--- src/rtl/gfx_pixel_writer.sv ---
// Pixel writer: turns rasterizer (x, y, colour) steps into linear framebuffer
// write requests through a two-stage address pipeline and a small request FIFO.
module gfx_pixel_writer #(
    parameter int FB_WIDTH   = 640,
    parameter int FB_HEIGHT  = 480,
    parameter int PIXEL_BITS = 12,
    parameter int FIFO_DEPTH = 4,
    localparam int FB_X_BITS = $clog2(FB_WIDTH),
    localparam int FB_Y_BITS = $clog2(FB_HEIGHT),
    localparam int ADDR_BITS = $clog2(FB_WIDTH * FB_HEIGHT)
) (
    input  logic                  clk,
    input  logic                  reset,
    input  logic                  in_valid,
    output logic                  in_ready,
    input  logic [FB_X_BITS-1:0]  in_x,
    input  logic [FB_Y_BITS-1:0]  in_y,
    input  logic [PIXEL_BITS-1:0] in_color,
    input  logic                  in_last,
    output logic                  mem_wr_valid,
    input  logic                  mem_wr_ready,
    output logic [ADDR_BITS-1:0]  mem_wr_addr,
    output logic [PIXEL_BITS-1:0] mem_wr_data,
    output logic                  frame_done,
    output logic                  busy,
    output logic [15:0]           clip_count
);

    // Both handshakes complete on a rising edge where valid and ready are both
    // high; a producer holds its payload unchanged while valid is high and ready low.

    localparam int PTR_BITS = $clog2(FIFO_DEPTH);
    localparam int CNT_BITS = PTR_BITS + 1;
    localparam logic [FB_X_BITS:0] X_LIMIT = (FB_X_BITS + 1)'(FB_WIDTH);
    localparam logic [FB_Y_BITS:0] Y_LIMIT = (FB_Y_BITS + 1)'(FB_HEIGHT);
    localparam logic [CNT_BITS:0]  DEPTH_C = (CNT_BITS + 1)'(FIFO_DEPTH);

    logic                  accept;
    logic                  in_clip;

    logic                  a_valid;
    logic [FB_X_BITS-1:0]  a_x;
    logic [PIXEL_BITS-1:0] a_color;
    logic                  a_last;
    logic                  a_clip;
    logic [ADDR_BITS-1:0]  a_prod;

    logic                  b_valid;
    logic [ADDR_BITS-1:0]  b_addr;
    logic [PIXEL_BITS-1:0] b_color;
    logic                  b_last;
    logic                  b_clip;

    logic [ADDR_BITS-1:0]  f_addr  [FIFO_DEPTH];
    logic [PIXEL_BITS-1:0] f_data  [FIFO_DEPTH];
    logic                  f_last  [FIFO_DEPTH];
    logic                  f_write [FIFO_DEPTH];
    logic [PTR_BITS-1:0]   wr_ptr;
    logic [PTR_BITS-1:0]   rd_ptr;
    logic [CNT_BITS-1:0]   count;

    logic                  fifo_empty;
    logic                  head_write;
    logic                  head_last;
    logic                  push;
    logic                  pop;
    logic [CNT_BITS:0]     occupancy;

    // Credits count every pixel already committed downstream; a pop in the
    // same cycle is deliberately not credited so ready never depends on memory.
    always_comb begin
        occupancy = {1'b0, count} + (CNT_BITS + 1)'(a_valid) + (CNT_BITS + 1)'(b_valid);
        in_ready  = !reset && (occupancy < DEPTH_C);
        accept    = in_valid && in_ready;
        in_clip   = ({1'b0, in_x} >= X_LIMIT) || ({1'b0, in_y} >= Y_LIMIT);
    end

    always_ff @(posedge clk) begin
        if (reset) begin
            a_valid <= 1'b0;
            b_valid <= 1'b0;
        end else begin
            a_valid <= accept;
            b_valid <= a_valid;
        end
    end

    always_ff @(posedge clk) begin
        if (accept) begin
            a_x     <= in_x;
            a_color <= in_color;
            a_last  <= in_last;
            a_clip  <= in_clip;
            a_prod  <= ADDR_BITS'(in_y) * ADDR_BITS'(FB_WIDTH);
        end
        b_addr  <= a_prod + ADDR_BITS'(a_x);
        b_color <= a_color;
        b_last  <= a_last;
        b_clip  <= a_clip;
    end

    // A clipped pixel only occupies a slot when it carries the primitive's
    // last flag, so completion is still reported in order.
    always_comb begin
        fifo_empty   = (count == '0);
        head_write   = f_write[rd_ptr];
        head_last    = f_last[rd_ptr];
        push         = b_valid && (!b_clip || b_last);
        pop          = !fifo_empty && (!head_write || mem_wr_ready);
        mem_wr_valid = !fifo_empty && head_write;
        mem_wr_addr  = f_addr[rd_ptr];
        mem_wr_data  = f_data[rd_ptr];
        busy         = a_valid || b_valid || !fifo_empty;
    end

    always_ff @(posedge clk) begin
        if (push) begin
            f_addr[wr_ptr]  <= b_addr;
            f_data[wr_ptr]  <= b_color;
            f_last[wr_ptr]  <= b_last;
            f_write[wr_ptr] <= !b_clip;
        end
    end

    always_ff @(posedge clk) begin
        if (reset) begin
            wr_ptr <= '0;
            rd_ptr <= '0;
            count  <= '0;
        end else begin
            if (push) begin
                wr_ptr <= wr_ptr + PTR_BITS'(1);
            end
            if (pop) begin
                rd_ptr <= rd_ptr + PTR_BITS'(1);
            end
            case ({push, pop})
                2'b10:   count <= count + CNT_BITS'(1);
                2'b01:   count <= count - CNT_BITS'(1);
                default: count <= count;
            endcase
        end
    end

    always_ff @(posedge clk) begin
        if (reset) begin
            frame_done <= 1'b0;
            clip_count <= 16'd0;
        end else begin
            frame_done <= pop && head_last;
            if (a_valid && a_clip && (clip_count != 16'hFFFF)) begin
                clip_count <= clip_count + 16'd1;
            end
        end
    end

endmodule
--- config.mk ---
export PLATFORM = sky130hd
export DESIGN_NAME = gfx_pixel_writer
export DESIGN_NICKNAME = d
export VERILOG_FILES = /design/src/rtl/gfx_pixel_writer.sv
export SDC_FILE = /design/constraint.sdc
export NUM_CORES = 1
export LEC_CHECK = 0
export BUFFER_PORTS_ARGS = -buffer_cell sky130_fd_sc_hd__buf_2
export CAP_MARGIN = 15
export CORE_MARGIN = 1.5
export CORE_UTILIZATION = 52
export CTS_CLUSTER_DIAMETER = 50
export DETAILED_ROUTE_END_ITERATION = 8
export PLACE_DENSITY = 0.75
export SLEW_MARGIN = 20
export SYNTH_ARGS = -nofsm -noshare
export SYNTH_HDL_FRONTEND = slang
export SYNTH_SLANG_ARGS = --single-unit
export TNS_END_PERCENT = 20
--- constraint.sdc ---
create_clock -name clk -period 2.3 [get_ports clk]
set_clock_uncertainty 0.2 [all_clocks]
set_input_delay 0.46 -clock clk [delete_from_list [all_inputs] [get_ports clk]]
set_output_delay 0.46 -clock clk [all_outputs]
set_load 0.03 [all_outputs]
## After elaboration in Yosys (flattened, before gate mapping)

Memories as Yosys holds them, arrays and structs flattened. A register that Yosys moved wholly into a read port is not among the register bits.
Index checks and enable logic that the tools add are counted.

| operators by class | value |
|---|---|
| equal/unequal tests | 3 |
| $lt $le $gt $ge | 3 |
| $mul | 1 |
| add/subtract/negate cells | 8 |
| reduce and logical (&&, ||, !) cells | 19 |
| muxes and demuxes | 11 |

Operators with widths:

| kind | count |
|---|---|
| 19-bit by 10-bit adder with 19-bit output | 1 |
| 16-bit by 1-bit adder with 16-bit output (second input constant) | 1 |
| 2-bit two-way mux | 8 |
| 16-bit inequality test (second input constant) | 1 |
| 9-bit by 3-bit multiplier with 12-bit output (second input constant) | 1 |
| 10-bit greater-or-equal comparator (second input constant) | 1 |
| 9-bit greater-or-equal comparator (second input constant) | 1 |
| 1-bit logical AND | 8 |
| 3-bit case mux with 2 select lines | 1 |
| 1-bit logical OR | 5 |
| 2-bit by 1-bit adder with 2-bit output (second input constant) | 2 |
| 3-bit by 1-bit adder with 4-bit output | 1 |
| 4-bit by 1-bit adder with 4-bit output | 1 |
| 1-bit logical NOT | 4 |
| 4-bit by 3-bit less-than comparator with 1-bit output (second input constant) | 1 |
| 3-bit by 1-bit adder with 3-bit output (second input constant) | 1 |
| 3-bit logical NOT | 1 |
| 3-bit by 1-bit subtractor with 3-bit output (second input constant) | 1 |
| 2-bit by 1-bit == test with 1-bit output (second input constant) | 1 |
| 2-bit == test (second input constant) | 1 |
| 1-bit two-way mux | 2 |
| 2-bit nonzero test | 1 |

| word-level totals | value |
|---|---|
| register bits | 95 |
| input bits | 36 |
| RAM bits | 132 |
| logic and storage cells | 65 |
| memories kept | 4 |
| output and inout bits | 51 |

Memories:

| memory | words | bits a word | rd ports | clocked after Yosys merged registers in | wr ports | RTL line | source |
|---|---|---|---|---|---|---|---|
| f_addr | 4 | 19 | 1 | 1 | 1 | 54 | `logic [ADDR_BITS-1:0] f_addr [FIFO_DEPTH];` |
| f_data | 4 | 12 | 1 | 1 | 1 | 55 | `logic [PIXEL_BITS-1:0] f_data [FIFO_DEPTH];` |
| f_last | 4 | 1 | 1 | 1 | 1 | 56 | `logic f_last [FIFO_DEPTH];` |
| f_write | 4 | 1 | 1 | 1 | 1 | 57 | `logic f_write [FIFO_DEPTH];` |

## Depth between registers and ports, before layout

| depth | value |
|---|---|
| depth in word-level cells | 5 |
| depth in mapped cells | 9 |
| gate-level depth less buffers | 9 |

## Least setup slack after synthesis

No wires, ideal clock.

| path | value |
|---|---|
| path kind | flip-flop to flip-flop |
| from | register count[0] |
| to | register a_clip, enable pin |
| required time | 1704 ps |
| cell stages (with the launch flop) | 5 |
| period minus slack after synthesis | 3260 ps |
| arrival | 2664 ps |
| setup time | 396 ps |
| setup slack | -960 ps |
| path buffers | 0 |
| cell sequence | dfxtp_1 -> ha_1 -> a21o_1 -> a211oi_1 -> and2_1 |

| on the way | value |
|---|---|
| longest elaborated chain between the ends | 5 |

Ends and longest elaborated chain:

| item | RTL line | source |
|---|---|---|
| start, declared | 60 | `logic [CNT_BITS-1:0] count;` |
| start signal, assigned | 138 | `2'b10: count <= count + CNT_BITS'(1);` |
| start signal, assigned | 139 | `2'b01: count <= count - CNT_BITS'(1);` |
| start signal, assigned | 140 | `default: count <= count;` |
| 3-bit by 1-bit adder with 4-bit output | 72 | `occupancy = {1'b0, count} + (CNT_BITS + 1)'(a_valid) + (CNT_BITS + 1)'(b_valid);` |
| 4-bit by 1-bit adder with 4-bit output | 72 |  |
| 4-bit by 3-bit less-than comparator with 1-bit output | 73 | `in_ready = !reset && (occupancy < DEPTH_C);` |
| 1-bit logical AND | 73 |  |
| via in_ready | 15 | `output logic in_ready,` |
| 1-bit logical AND | 74 | `accept = in_valid && in_ready;` |
| via accept | 38 | `logic accept;` |
| end signal, assigned | 93 | `a_clip <= in_clip;` |
| end, declared | 45 | `logic a_clip;` |

The timed path passes the listed nets, and every way through them passes these cells.
A chain may end at the register's enable or synchronous reset.

==> impl_metrics.toml <==
[run_status]
outcome = "finished, violations left"
violations = "setup timing"

[sta]
fmax_ghz = 0.4004
period_share_pct = 108.6
finalSetupViolCount = 34
min_period_ns = 2.498
slew_viol_final = 0
relSlewSlack_pct = 67.69
finalHoldViolations = 0
fin_ws_ns = -0.1977
rsz0062_at_grt = "yes"
worstMarginPinSlew_ns = 0.4810

[floorplan]
ioPinCount = 87
rows = 46
initial_core_util_pct = 53.28
core_area_um2 = 15890
die_area_um2 = 17050
die_w_um = 130.6
dieHeight_um = 130.6

[worst_setup_path]
critPathMaxFanout = 4
r2r-end = "count[2]$_SDFFE_PP0P_"
crit_required_ns = 1.64
reg2reg_slack_ns = -0.07
crit_chain = "mux4_2 -> nor2b_1 -> buf_4"
max_stage_delay_ns = 0.59
endpoint_kind = "primary output"
slowest_stage = "mux4_2"
cp-start-kind = "register"
path_buf_inv = 1
worstRegToRegCells = 7
criticalPathCategory = "reg -> out"
crit_family = "multiplexers"
worst_ep_arrival_time_ns = 1.84

[synthesis]
synth_nets = 532
yosysSeqAreaShare_pct = 74.03
synth_top_flop_cell = "edfxtp_1"
syn_avg_cell_area_um2 = 18.05
ys_types = 44
ys_warn_count = 0
yosys.area.top_type_share_pct = 59.60
synth_edf_count = 168
ys_ff_latch = 229
synth_largest_area_cell = "edfxtp_1"
synthArstFlopShare_pct = 0
synthCells = 469
ys_top_cells_by_area = "edfxtp_1, dfxtp_1, mux4_2, ha_1, xnor2_1"
syn-cell-area_um2 = 8464

[clock_tree]
cts_buffer_depth = 3
htree_levels = 1
cts_tree = "built"
cts_sinks = 229
cts.clk_slew.worst_paths_ns = 0.06
cts_inserted_buffers = 25
insertion_delay_ns = 0.51
cts-root-buf = "clkbuf_16"

[finish]
fin_nets = 680
fill_cells = 1090
postLayoutCellArea_um2 = 10700
antennaDiodeCount = 0
multi_input_area_um2 = 2146
regArea_um2 = 6276
post_route_cells_drive_above_1_share_pct = 31.29
area_delta_synth_final_pct = 26.45
fin_cells = 852

[min_path]
hold_path.class = "in -> reg"
whs_endpoint = "a_prod[9]$_DFFE_PP_"
min-delay-start = "in_y[2]"
min_path_cells = 2

[grt]
antenna_found_initial = 0
grt_pass1_wl_mm = 23.16
grt_max_degree = 37
gr-total-overflow = 0
grt_usage_pct = 17.88
first_global_vias = 4603

[pwr]
power_density_nw_per_um2 = 1063
peakVddDrop_mv = 0.6244
p_leak_nw = 3.891

[detailed_routing]
drc_errors = 0
drt_iter0_markers = 312
vias = 4574
routed_via_density = 5.369
wire_per_inst_um = 17.25
totalWireLength_mm = 14.70
dr.pass1.iters = 4
final_antenna_net_count = 0

[placement]
gp_congestion = 0.8055
placed_cells = 778
place_area_um2 = 9308
dp_hpwl_mm = 8.816
port_buffers = 86

[run]
drv_cap = 0
through the flow:
| step | utilization (%) | power [mW] | TNS [ns] | setup slack [ns] | hold slack, ns |
|---|---|---|---|---|---|
| global placement | 58.59 | 7.004 | -0.2855 | -0.1882 | 0.1285 |
| CTS | 67.38 | 11.49 | -6.489 | -0.2262 | 0.05845 |
| global route | 67.38 | 11.86 | -7.988 | -0.2669 | 0.07576 |
| floorplan | - | 6.477 | -0.01033 | -0.01033 | 0.1233 |
| finish | 67.38 | 11.38 | -5.283 | -0.1977 | 0.07865 |
| detailed placement | 58.59 | 7.063 | -0.4794 | -0.2436 | 0.1269 |
report_power, final:
group	internal, mW	leakage (nW)	switching (mW)
Combinational	1.24	1.45	1.25
Sequential	4.77	2.04	0.202
Clock	2.37	0.406	1.55
Total	8.38	3.89	3.00
area by class of cell:
class,count,area share (%)
inverter,12,0.4209
tap,216,2.525
clock inverter,13,1.309
timing repair buffer,132,10.56
clock buffer,33,6.500
multi-input combinational,217,20.05
sequential,229,58.64
repair_timing:
| action | CTS | global route |
|---|---|---|
| endpoints found under the hold margin | 26 | 0 |
| hold buffers | 26 | 0 |
| resized for setup | 80 | 0 |
| setup endpoints to repair | 34 | 35 |
| setup buffers | 1 | 0 |
| pin swaps | 2 | 0 |
| gates cloned | 1 | 0 |
registers in the layout, indices dropped and copies added (netlist names), 2 cells and up, named ones only:
name,flops
a_color,12
a_prod,12
a_x,10
b_addr,19
b_color,12
clip_count,16
count,3
f_addr,76
f_data,48
f_last,4
f_write,4
rd_ptr,2
wr_ptr,2
synthesized netlist by cell type, drive strengths merged (4+ instances only):
| cell type | n |
|---|---|
| a21o | 5 |
| and3 | 6 |
| mux4 | 33 |
| and2 | 6 |
| xnor2 | 19 |
| nor3 | 6 |
| clkbuf | 7 |
| nand4 | 6 |
| a21oi | 9 |
| buf | 4 |
| ha | 24 |
| inv | 12 |
| o21ai | 6 |
| a31oi | 5 |
| nor2 | 27 |
| nand2 | 16 |
| dfxtp | 61 |
| nand3 | 12 |
| xor2 | 9 |
| edfxtp | 168 |
cells by family (layout without fill, tap and decap cells):
family,after synthesis,after routing,share of synthesized area (%)
mux,36,36,9.135
xor+xnor,28,28,2.897
fa+ha+maj,27,27,4.257
flops,229,229,74.03
simple gates,92,92,5.765
buf+inv,23,190,1.153
compound gates,34,34,2.764
worst max-delay path by stage:
stage | startpoint | endpoint | slack (ns) | depth (start not counted)
finish | register | mem_wr_valid | -0.20 | 3
global route | register | mem_wr_addr[5] | -0.27 | 3
floorplan | in_y[1] | a_prod[16]$_DFFE_PP_ | -0.01 | 9
CTS | register | mem_wr_valid | -0.23 | 3
detailed placement | in_y[3] | a_prod[16]$_DFFE_PP_ | -0.24 | 10
global placement | in_y[3] | a_prod[16]$_DFFE_PP_ | -0.19 | 10
per-layer routing:
| layer | GRT usage [%] | routed length, um |
|---|---|---|
| met5 | 0 | 0 |
| met3 | 3.868 | 723 |
| met2 | 32.88 | 7731 |
| met4 | 5.495 | 291 |
| met1 | 21.04 | 5954 |
layout by cell type (no fill, tap or decap), drive strengths merged, types with 6 or more instances in the layout:
cell / n
clkinv: 7
xor2: 9
o21ai: 6
and2: 6
and3: 6
nand4: 6
clkbuf: 33
edfxtp: 168
xnor2: 19
mux4: 33
nor2: 27
nand3: 12
buf: 106
nand2: 16
dfxtp: 61
inv: 14
dlygate4sd3: 26
ha: 24
nor3: 6
a21oi: 9
(Power assumes the default switching activity.)
